### src/rtl/regfile_ctrl_if.sv
// Command/response bus of the register-file controller.
// The master issues commands and consumes read responses; the slave is the controller.
interface regfile_ctrl_if #(
  parameter int DATA_W = 32,
  parameter int ADDR_W = 3
);
  logic              cmd_valid;
  logic              cmd_ready;
  logic [1:0]        cmd_op;
  logic [ADDR_W-1:0] cmd_addr;
  logic [DATA_W-1:0] cmd_data;
  logic              rsp_valid;
  logic              rsp_ready;
  logic [ADDR_W-1:0] rsp_addr;
  logic [DATA_W-1:0] rsp_data;

  modport master (
    output cmd_valid, cmd_op, cmd_addr, cmd_data, rsp_ready,
    input  cmd_ready, rsp_valid, rsp_addr, rsp_data
  );

  modport slave (
    input  cmd_valid, cmd_op, cmd_addr, cmd_data, rsp_ready,
    output cmd_ready, rsp_valid, rsp_addr, rsp_data
  );
endinterface

### src/rtl/regfile_ctrl.sv
// Register-file controller: single WRITE/READ commands, a bulk CLEAR that zeroes
// every register, and a DUMP that streams all registers out as read responses.
// The external register file has a synchronous write port and a combinational read port.
module regfile_ctrl #(
  parameter int DATA_W = 32,
  parameter int ADDR_W = 3
) (
  input  logic              clk,
  input  logic              reset,
  regfile_ctrl_if.slave     bus,
  output logic              busy,
  output logic              rf_we,
  output logic [ADDR_W-1:0] rf_wAddr,
  output logic [DATA_W-1:0] rf_wData,
  output logic [ADDR_W-1:0] rf_rAddr,
  input  logic [DATA_W-1:0] rf_rData
);

  localparam logic [1:0] OP_WRITE = 2'b00;
  localparam logic [1:0] OP_READ  = 2'b01;
  localparam logic [1:0] OP_CLEAR = 2'b10;
  localparam logic [1:0] OP_DUMP  = 2'b11;

  localparam logic [ADDR_W-1:0] CNT_MAX = '1;

  typedef enum logic [2:0] {
    S_IDLE  = 3'd0,
    S_WRITE = 3'd1,
    S_READ  = 3'd2,
    S_RESP  = 3'd3,
    S_CLEAR = 3'd4
  } state_t;

  state_t            state_q, state_d;
  logic [ADDR_W-1:0] cnt_q;
  logic              dump_q;
  logic [ADDR_W-1:0] addr_q;
  logic [DATA_W-1:0] data_q;
  logic              rsp_valid_q;
  logic [ADDR_W-1:0] rsp_addr_q;
  logic [DATA_W-1:0] rsp_data_q;

  logic              cmd_ready;
  logic              accept;

  assign accept        = bus.cmd_valid && cmd_ready;
  assign bus.cmd_ready = cmd_ready;
  assign bus.rsp_valid = rsp_valid_q;
  assign bus.rsp_addr  = rsp_addr_q;
  assign bus.rsp_data  = rsp_data_q;

  // State register; reset aborts any CLEAR or DUMP in progress.
  always_ff @(posedge clk or posedge reset) begin
    if (reset) begin
      state_q <= S_IDLE;
    end else begin
      state_q <= state_d;
    end
  end

  // Next-state decode; DUMP reuses READ/RESP and loops until the last register.
  always_comb begin
    state_d = state_q;
    case (state_q)
      S_IDLE: begin
        if (accept) begin
          case (bus.cmd_op)
            OP_WRITE: state_d = S_WRITE;
            OP_READ:  state_d = S_READ;
            OP_CLEAR: state_d = S_CLEAR;
            OP_DUMP:  state_d = S_READ;
            default:  state_d = S_IDLE;
          endcase
        end
      end
      S_WRITE: state_d = S_IDLE;
      S_READ:  state_d = S_RESP;
      S_RESP: begin
        if (bus.rsp_ready) begin
          state_d = (dump_q && (cnt_q != CNT_MAX)) ? S_READ : S_IDLE;
        end
      end
      S_CLEAR: begin
        if (cnt_q == CNT_MAX) state_d = S_IDLE;
      end
      default: state_d = S_IDLE;
    endcase
  end

  // Outputs decoded from registered state only; cmd_ready is also held low during reset.
  always_comb begin
    cmd_ready = 1'b0;
    busy      = (state_q != S_IDLE);
    rf_we     = 1'b0;
    rf_wAddr  = '0;
    rf_wData  = '0;
    rf_rAddr  = '0;
    case (state_q)
      S_IDLE:  cmd_ready = !reset;
      S_WRITE: begin
        rf_we    = 1'b1;
        rf_wAddr = addr_q;
        rf_wData = data_q;
      end
      S_READ:  rf_rAddr = dump_q ? cnt_q : addr_q;
      S_CLEAR: begin
        rf_we    = 1'b1;
        rf_wAddr = cnt_q;
        rf_wData = '0;
      end
      default: ;
    endcase
  end

  // Command capture, sweep counter, dump flag and the response holding registers.
  always_ff @(posedge clk or posedge reset) begin
    if (reset) begin
      cnt_q       <= '0;
      dump_q      <= 1'b0;
      addr_q      <= '0;
      data_q      <= '0;
      rsp_valid_q <= 1'b0;
      rsp_addr_q  <= '0;
      rsp_data_q  <= '0;
    end else begin
      case (state_q)
        S_IDLE: begin
          if (accept) begin
            addr_q <= bus.cmd_addr;
            data_q <= bus.cmd_data;
            cnt_q  <= '0;
            dump_q <= (bus.cmd_op == OP_DUMP);
          end
        end
        S_READ: begin
          rsp_data_q  <= rf_rData;
          rsp_addr_q  <= rf_rAddr;
          rsp_valid_q <= 1'b1;
        end
        S_RESP: begin
          if (bus.rsp_ready) begin
            rsp_valid_q <= 1'b0;
            // The counter saturates at the last register so a sweep never wraps.
            if (dump_q && (cnt_q != CNT_MAX)) begin
              cnt_q <= cnt_q + 1'b1;
            end else begin
              dump_q <= 1'b0;
            end
          end
        end
        S_CLEAR: begin
          if (cnt_q != CNT_MAX) cnt_q <= cnt_q + 1'b1;
        end
        default: ;
      endcase
    end
  end

endmodule

### src/flat_wrapper.sv
// flat-port wrapper written by rule: the top's interface ports become plain ports
module regfile_ctrl_flat 
#(
  parameter int DATA_W = 32,
  parameter int ADDR_W = 3
)
  (clk, reset, busy, rf_we, rf_wAddr, rf_wData, rf_rAddr, rf_rData, bus_cmd_valid, bus_cmd_op, bus_cmd_addr, bus_cmd_data, bus_rsp_ready, bus_cmd_ready, bus_rsp_valid, bus_rsp_addr, bus_rsp_data);
  regfile_ctrl_if #(.DATA_W(DATA_W), .ADDR_W(ADDR_W)) bus_i ();
  input  logic clk;
  input  logic reset;
  output logic busy;
  output logic rf_we;
  output logic [ADDR_W-1:0] rf_wAddr;
  output logic [DATA_W-1:0] rf_wData;
  output logic [ADDR_W-1:0] rf_rAddr;
  input  logic [DATA_W-1:0] rf_rData;
  input wire logic [$bits(bus_i.cmd_valid)-1:0] bus_cmd_valid;
  input wire logic [$bits(bus_i.cmd_op)-1:0] bus_cmd_op;
  input wire logic [$bits(bus_i.cmd_addr)-1:0] bus_cmd_addr;
  input wire logic [$bits(bus_i.cmd_data)-1:0] bus_cmd_data;
  input wire logic [$bits(bus_i.rsp_ready)-1:0] bus_rsp_ready;
  output wire logic [$bits(bus_i.cmd_ready)-1:0] bus_cmd_ready;
  output wire logic [$bits(bus_i.rsp_valid)-1:0] bus_rsp_valid;
  output wire logic [$bits(bus_i.rsp_addr)-1:0] bus_rsp_addr;
  output wire logic [$bits(bus_i.rsp_data)-1:0] bus_rsp_data;
  assign bus_i.cmd_valid = bus_cmd_valid;
  assign bus_i.cmd_op = bus_cmd_op;
  assign bus_i.cmd_addr = bus_cmd_addr;
  assign bus_i.cmd_data = bus_cmd_data;
  assign bus_i.rsp_ready = bus_rsp_ready;
  assign bus_cmd_ready = bus_i.cmd_ready;
  assign bus_rsp_valid = bus_i.rsp_valid;
  assign bus_rsp_addr = bus_i.rsp_addr;
  assign bus_rsp_data = bus_i.rsp_data;
  regfile_ctrl #(.DATA_W(DATA_W), .ADDR_W(ADDR_W)) u_core (.clk(clk), .reset(reset), .bus(bus_i), .busy(busy), .rf_we(rf_we), .rf_wAddr(rf_wAddr), .rf_wData(rf_wData), .rf_rAddr(rf_rAddr), .rf_rData(rf_rData));
endmodule
### config.mk
export PLATFORM = sky130hd
export DESIGN_NAME = regfile_ctrl_flat
export DESIGN_NICKNAME = d
export VERILOG_FILES = /design/src/rtl/regfile_ctrl_if.sv /design/src/rtl/regfile_ctrl.sv /design/src/flat_wrapper.sv
export SDC_FILE = /design/constraint.sdc
export NUM_CORES = 1
export LEC_CHECK = 0
export CAP_MARGIN = 20
export CELL_PAD_IN_SITES_DETAIL_PLACEMENT = 1
export CELL_PAD_IN_SITES_GLOBAL_PLACEMENT = 1
export CORE_MARGIN = 3
export CORE_UTILIZATION = 31
export DETAILED_ROUTE_END_ITERATION = 16
export GPL_ROUTABILITY_DRIVEN = 0
export HOLD_SLACK_MARGIN = 0.06
export MAX_ROUTING_LAYER = met4
export PLACE_DENSITY = 0.91
export SLEW_MARGIN = 20
export SYNTH_ARGS = -nofsm -noshare
export SYNTH_HDL_FRONTEND = slang
export SYNTH_SLANG_ARGS = --single-unit
### constraint.sdc
create_clock -name clk -period 3.1 [get_ports clk]
set_input_delay 0.62 -clock clk [delete_from_list [all_inputs] [get_ports clk]]
set_output_delay 0.62 -clock clk [all_outputs]
set_load 0.005 [all_outputs]
==> results.ini <==
[floorplanning]
num_rows = 37
die_height_um = 111.2
dieWidth_um = 111.2
die_area_um2 = 12370
initial_core_util = 0.3253
core_um2 = 10560
pin_count = 150

[logic_synthesis]
seq_area_frac_synth = 0.5685
async_reset_ff_frac = 1.000
syn-num-nets = 404
synth_flop_cell = dfrtp_1
synth.yosys.warnings = 0
avgSynthCellArea_um2 = 10.44
synth_cell_types = 35
synth_edf_count = 0
postSynthCellCount = 329
ys_ff_latch = 78
syn_area_um2 = 3433

[critical_path]
cp-start-kind = register
cpPeakStageDelay_ns = 0.67
crit_path_max_fanout = 16
crit_type = register to primary output
worstPathArrival_ns = 2.23
slowest_stage = dfrtp_1
crit_required_ns = 2.48
end_kind = primary output
crit_chain = nor2b_1, nand2b_1, nor2_1, clkdlybuf4s50_1

[global_route]
grt_start_max_net_pins = 42
grt_overflow_total = 0
first_global_vias = 3321
antenna_found_initial = 0
grt_pass1_wl_um = 16760
grtUsageTotal = 0.1718

[timing]
fin_tns_setup_ns = 0
fin_crit_ns = 2.847
setup_violations = 0
slew_headroom = 0.4910
fmax_ghz = 0.3512
clock_skew_ns = 0.004929
rsz0062_at_grt = false
drv_slew = 0
hold_viol = 0
post-route-period-util = 0.9184
worstMarginPinSlew_ns = 0.7626

[layout]
synthToLayoutAreaGrowth_pct = 52.48
fill_cells = 1180
final_common_cell = clkdlybuf4s50_1
fin_nets = 551
mostFrequentLayoutCells = clkdlybuf4s50_1 (149), nand2_1 (104), dfrtp_1 (78)
drive_gt1_frac = 0.06861
antenna_cells = 0
fin_util = 0.4960

[routing]
drc = 0
routed_wirelength_um = 9998
wl_per_cell_um = 16.20
vias = 2874
ant_nets = 0
first_pass_iters = 4
vias_per_cell = 4.658
drt_first_iter_violations = 109

[cts]
cts_buffer_depth = 2
cts.sink_count = 78
post_cts_buffers = 0
clock_latency_ns = 0.34
cts_hold_buffers = 0
ctsResizeCount = 0
htree_levels = 3
cts_root_buf = clkbuf_8
cts_buffers = 9
cts_tree = yes
path_clk_slew_ns = 0.08

[flow_run]
drv_cap = 0

[placement]
dp_hpwl_um = 7574
io_buffer_count = 149

[power_and_ir_drop]
ir_worst_vdd_uv = 377.4
powerDensity_nw_per_um2 = 886.5
cellLeakagePower_nw = 2.347

[status]
outcome = complete, no violations

[hold_path]
worstHoldPathType = register to register

## kinds of logic (layout without fill, tap and decap cells)
| logic type | after synthesis | after routing | synth area share |
|---|---|---|---|
| buffers and inverters | 23 | 175 | 0.02915 |
| flip-flops | 78 | 78 | 0.5685 |
| multiplexers | 41 | 41 | 0.1323 |
| adder cells (fa/ha/maj) | 2 | 2 | 0.007287 |
| AND/OR/NAND/NOR | 165 | 165 | 0.2201 |
| AO/OA/AOI/OAI | 20 | 20 | 0.04264 |
## per-layer routing
layer,vias up,wire (µm),track usage,part of all wire
met4,0,116,0.05434,0.012
met3,13,588,0.04148,0.059
li1,1349,-,-,-
met1,1409,4056,0.1949,0.41
met5,-,0,-,0
met2,103,5237,0.2992,0.52
## metrics by stage
| step | instances | hold WS, ns | total power, mW | setup slack, ns | cell area (µm²) |
|---|---|---|---|---|---|
| 3_3_place_gp | 601 | 0.4564 | 3.897 | 0.6470 | 5067 |
| 3_5_place_dp | 601 | 0.4663 | 4.041 | 0.6101 | 5067 |
| 4_1_cts | 617 | 0.4867 | 4.739 | 0.2055 | 5235 |
| 2_1_floorplan | 329 | 0.4556 | 2.800 | 0.4850 | 3433 |
| 5_1_grt | 617 | 0.5135 | 5.041 | 0.04481 | 5235 |
| 6_report | 617 | 0.4779 | 4.641 | 0.2528 | 5235 |
## layout make-up
type                    instances  area, µm²  share of cell area
clock inverters                 4      22.52            0.004302
flip-flops and latches         78       1952              0.3728
clock buffers                  12      145.1             0.02772
well taps                     136      170.2             0.03250
multi-input cells             228       1384              0.2643
repair buffers                154       1541              0.2945
inverters                       5      20.02            0.003824
## where the power goes
part | switching [mW] | internal (mW)
registers | 0.332 | 1.51
clock network | 0.357 | 0.310
logic | 0.882 | 1.25
## registers in the layout, indices dropped and copies added (netlist names)
name / cells
u_core.bus.rsp_valid: 1
u_core.cnt_q: 3
u_core.bus.rsp_data: 32
u_core.addr_q: 3
u_core.data_q: 32
u_core.state_q: 3
u_core.bus.rsp_addr: 3
u_core.dump_q: 1
## synthesized netlist by cell type (2+ instances only)
master / count / share of area
a21o_1: 4 / 0.0087
a21oi_1: 4 / 0.0058
a22oi_1: 4 / 0.0087
and2_1: 32 / 0.058
buf_2: 11 / 0.016
clkbuf_1: 6 / 0.0066
dfrtp_1: 78 / 0.57
ha_1: 2 / 0.0073
inv_1: 4 / 0.0044
mux2_1: 29 / 0.095
mux2_2: 6 / 0.020
mux2i_1: 6 / 0.017
nand2_1: 104 / 0.11
nor2_1: 14 / 0.015
nor2b_1: 5 / 0.0091
## worst max-delay path, delay by kind of cell, from the launching register on
kind	cells	cell delay (ns)
buf+inv	1	0.54
simple gates	3	0.69
flops	1	0.67
## worst paths after layout
check | from | to | slack, ns | cells after the start
setup / recovery | u_core.state_q[1] | rf_rAddr[0] | 0.25 | 4
hold / removal | u_core.bus.rsp_data[30] | u_core.bus.rsp_data[30] | 0.48 | 2
setup reg to reg | u_core.state_q[1] | u_core.data_q[26] | 1.20 | 4
hold reg to reg | u_core.bus.rsp_data[30] | u_core.bus.rsp_data[30] | 0.48 | 2
max in group asynchronous | reset | u_core.bus.rsp_data[5] | 1.60 | 3
min in group asynchronous | reset | u_core.dump_q | 0.85 | 2
(Power assumes the default switching activity.)
==> RTL edit, RTL diff (same flow settings) <==
Encoding of `state_t`: now one-hot (5 bits for 5 states).
--- a/src/rtl/regfile_ctrl.sv
+++ b/src/rtl/regfile_ctrl.sv
@@ -24,10 +24,10 @@
   localparam logic [ADDR_W-1:0] CNT_MAX = '1;
 
-  typedef enum logic [2:0] {
-    S_IDLE  = 3'd0,
-    S_WRITE = 3'd1,
-    S_READ  = 3'd2,
-    S_RESP  = 3'd3,
-    S_CLEAR = 3'd4
+  typedef enum logic [4:0] {
+    S_IDLE  = 5'b00001,
+    S_WRITE = 5'b00010,
+    S_READ  = 5'b00100,
+    S_RESP  = 5'b01000,
+    S_CLEAR = 5'b10000
   } state_t;
 
Check against the original RTL: no difference found for any inputs over 10 cycles, from zero or initial values and one cycle with reset high; not proved beyond that.
==> RTL edit against the unedited design <==
  * Sequential cell count increased by 2
  * Total power increased by 11%
  * Sequential power increased by 3%
  * Die area increased by 6.7%
  * Area after synthesis increased by 7.1%
  * Setup slack got worse by 0.17 ns
  * Combinational power decreased by 4%
  * Global-route usage decreased by 1.9 points
  * Wire length increased by 1.7%
  * Cell count decreased by 8.1%
  * Design area increased by 9.2%
  * Critical path type unchanged
  * Largest cell class unchanged
==> RTL edit: results (changes against the unedited design) <==
[drt]
via_per_inst=4.73  ; +1.6%
drtIter0Drc=117  ; +7.3%
drt_first_pass_iters=4  ; unchanged
routed_wl_um=10200  ; +1.7%

[run_status]
status=complete, no violations

[power_and_ir_drop]
max-vdd-ir-drop_mv=0.309  ; -18%
leakagePower_nw=2.47  ; +5.3%
swShare_pct=27.8  ; -6.1 points

[synth]
ys_types=42  ; +20%
yosysSeqAreaShare_pct=54.5  ; -2.4 points
ys_top_cells_by_area=dfrtp_1, mux2_4, mux2_2
synthCells=264  ; -20%
synth_nets=339  ; -16%
synth_common_cells=dfrtp_1, and2_1, mux2_4

[worst_hold_path]
hold_path_startpoint=u_core.bus.rsp_addr[2]
hold_path_depth=1  ; -1
hold_end=u_core.bus.rsp_addr[2]

[critical_path]
timing.rr.end=u_core.data_q[11]
worstPathArrival_ns=2.40  ; +0.17 ns
setup.worst_path.start=u_core.state_q[3]
path_max_fanout=8  ; -8
rrSetupSlack_ns=1.03  ; -0.17 ns
r2r_start=u_core.state_q[0]

[place]
post-dp-hpwl_um=7270  ; -4.0%
dp.cells=548  ; -8.8%

[global_routing]
track_usage_pct=15.3  ; -1.9 points
first_global_vias=3040  ; -8.5%
grt_pass1_wl_um=15500  ; -7.7%
grt_max_degree=81  ; +93%

[clock_tree]
root_buffer=clkbuf_16
clk_pin_slew_ns=0.06  ; -0.02 ns
clockBufferDepth=2  ; unchanged
clock_latency_ns=0.32  ; -0.02 ns
cts.sinks=80  ; +2.6%

[sta]
clock_skew_ns=0.00656  ; +0.00163 ns
holdWs_ns=0.489  ; +0.0107 ns
maxSlewHeadroom_pct=66.1  ; +17 points

[final_layout]
fillers=1186  ; +0.51%
final_layout_size_suffix_gt1_share_pct=21.7  ; +15 points
nets=494  ; -10%
finalNonFillerCells=567  ; -8.1%

==> RTL edit: changes by cell type in the layout (fill, tap and decap cells not counted), sizes merged, moves of 4 or more <==
| cell | unedited run | this run |
|---|---|---|
| a22oi | 4 | 0 |
| mux2 | 35 | 67 |
| nor2 | 15 | 9 |
| nand2 | 104 | 10 |
==> RTL edit: logic make-up after synthesis <==
kind of cell               Yosys count  synth area share (%)
and+or+nand+nor                     73                  11.8
adders and majority gates            2                 0.681
xor gates and xnor gates             1                 0.238
AOI/OAI and AO/OA                   16                  3.40
buffers and inverters               19                  4.12
DFF                                 80                  54.5
muxes                               73                  25.2
==> RTL edit: layout make-up <==
| cell class | count | share of cell area (%) |
|---|---|---|
| sequential | 80 | 35.1 |
| timing repair buffer | 158 | 28.4 |
| multi-input combinational | 165 | 26.8 |
| clock buffer | 11 | 4.42 |
| tap | 143 | 3.13 |
| clock inverter | 5 | 1.80 |
| inverter | 5 | 0.350 |
==> RTL edit: worst max-delay path by stage <==
stage / slack [ns] / endpoint / cells past startpoint
final: 0.08 / rf_rAddr[2] / 4
after global placement: 0.40 / rf_wAddr[0] / 5
after detailed placement: 0.32 / rf_wAddr[2] / 6
after floorplan: 0.04 / u_core.state_q[4] / 3
after global routing: -0.09 / rf_rAddr[2] / 4
after CTS: 0.02 / rf_wAddr[2] / 6
==> RTL edit: power by group through the flow <==
stage / logic, mW / registers, mW / clock network (mW)
after floorplan: 1.16 / 1.82 / 0
after global placement: 1.95 / 1.86 / 0
after detailed placement: 2.03 / 1.91 / 0
after CTS: 2.04 / 1.89 / 1.27
after global routing: 2.21 / 1.96 / 1.31
final: 2.04 / 1.89 / 1.23
==> RTL edit: metrics by stage <==
stage,instance area [sq um],setup slack [ns],util (%)
after detailed placement,5280,0.325,45.9
final,5710,0.0803,49.6
after global placement,5280,0.397,45.9
after CTS,5640,0.0193,49.0
after floorplan,3680,0.0381,-
after global routing,5710,-0.0945,49.6
==> RTL edit: what timing repair did <==
| action | CTS | global route |
|---|---|---|
| setup buffers | 0 | 1 |
| setup endpoints to repair | 3 | 37 |
| gates cloned | 0 | 2 |
| resized for setup | 1 | 6 |
| pin swaps | 0 | 1 |
==> RTL edit: per-layer routing <==
layer  GRT usage, %  part of all wire [%]
met1           18.4                    42
met2           25.0                    49
met3           3.47                   6.6
met4           5.63                   2.1
met5              -                     0
==> RTL edit: worst max-delay path: stages (launching register included) <==
cell	delay, ns
dfrtp_2	0.46
nor4_1	0.46
nand2_2	0.27
nor2_1	0.32
clkdlybuf4s50_1	0.57
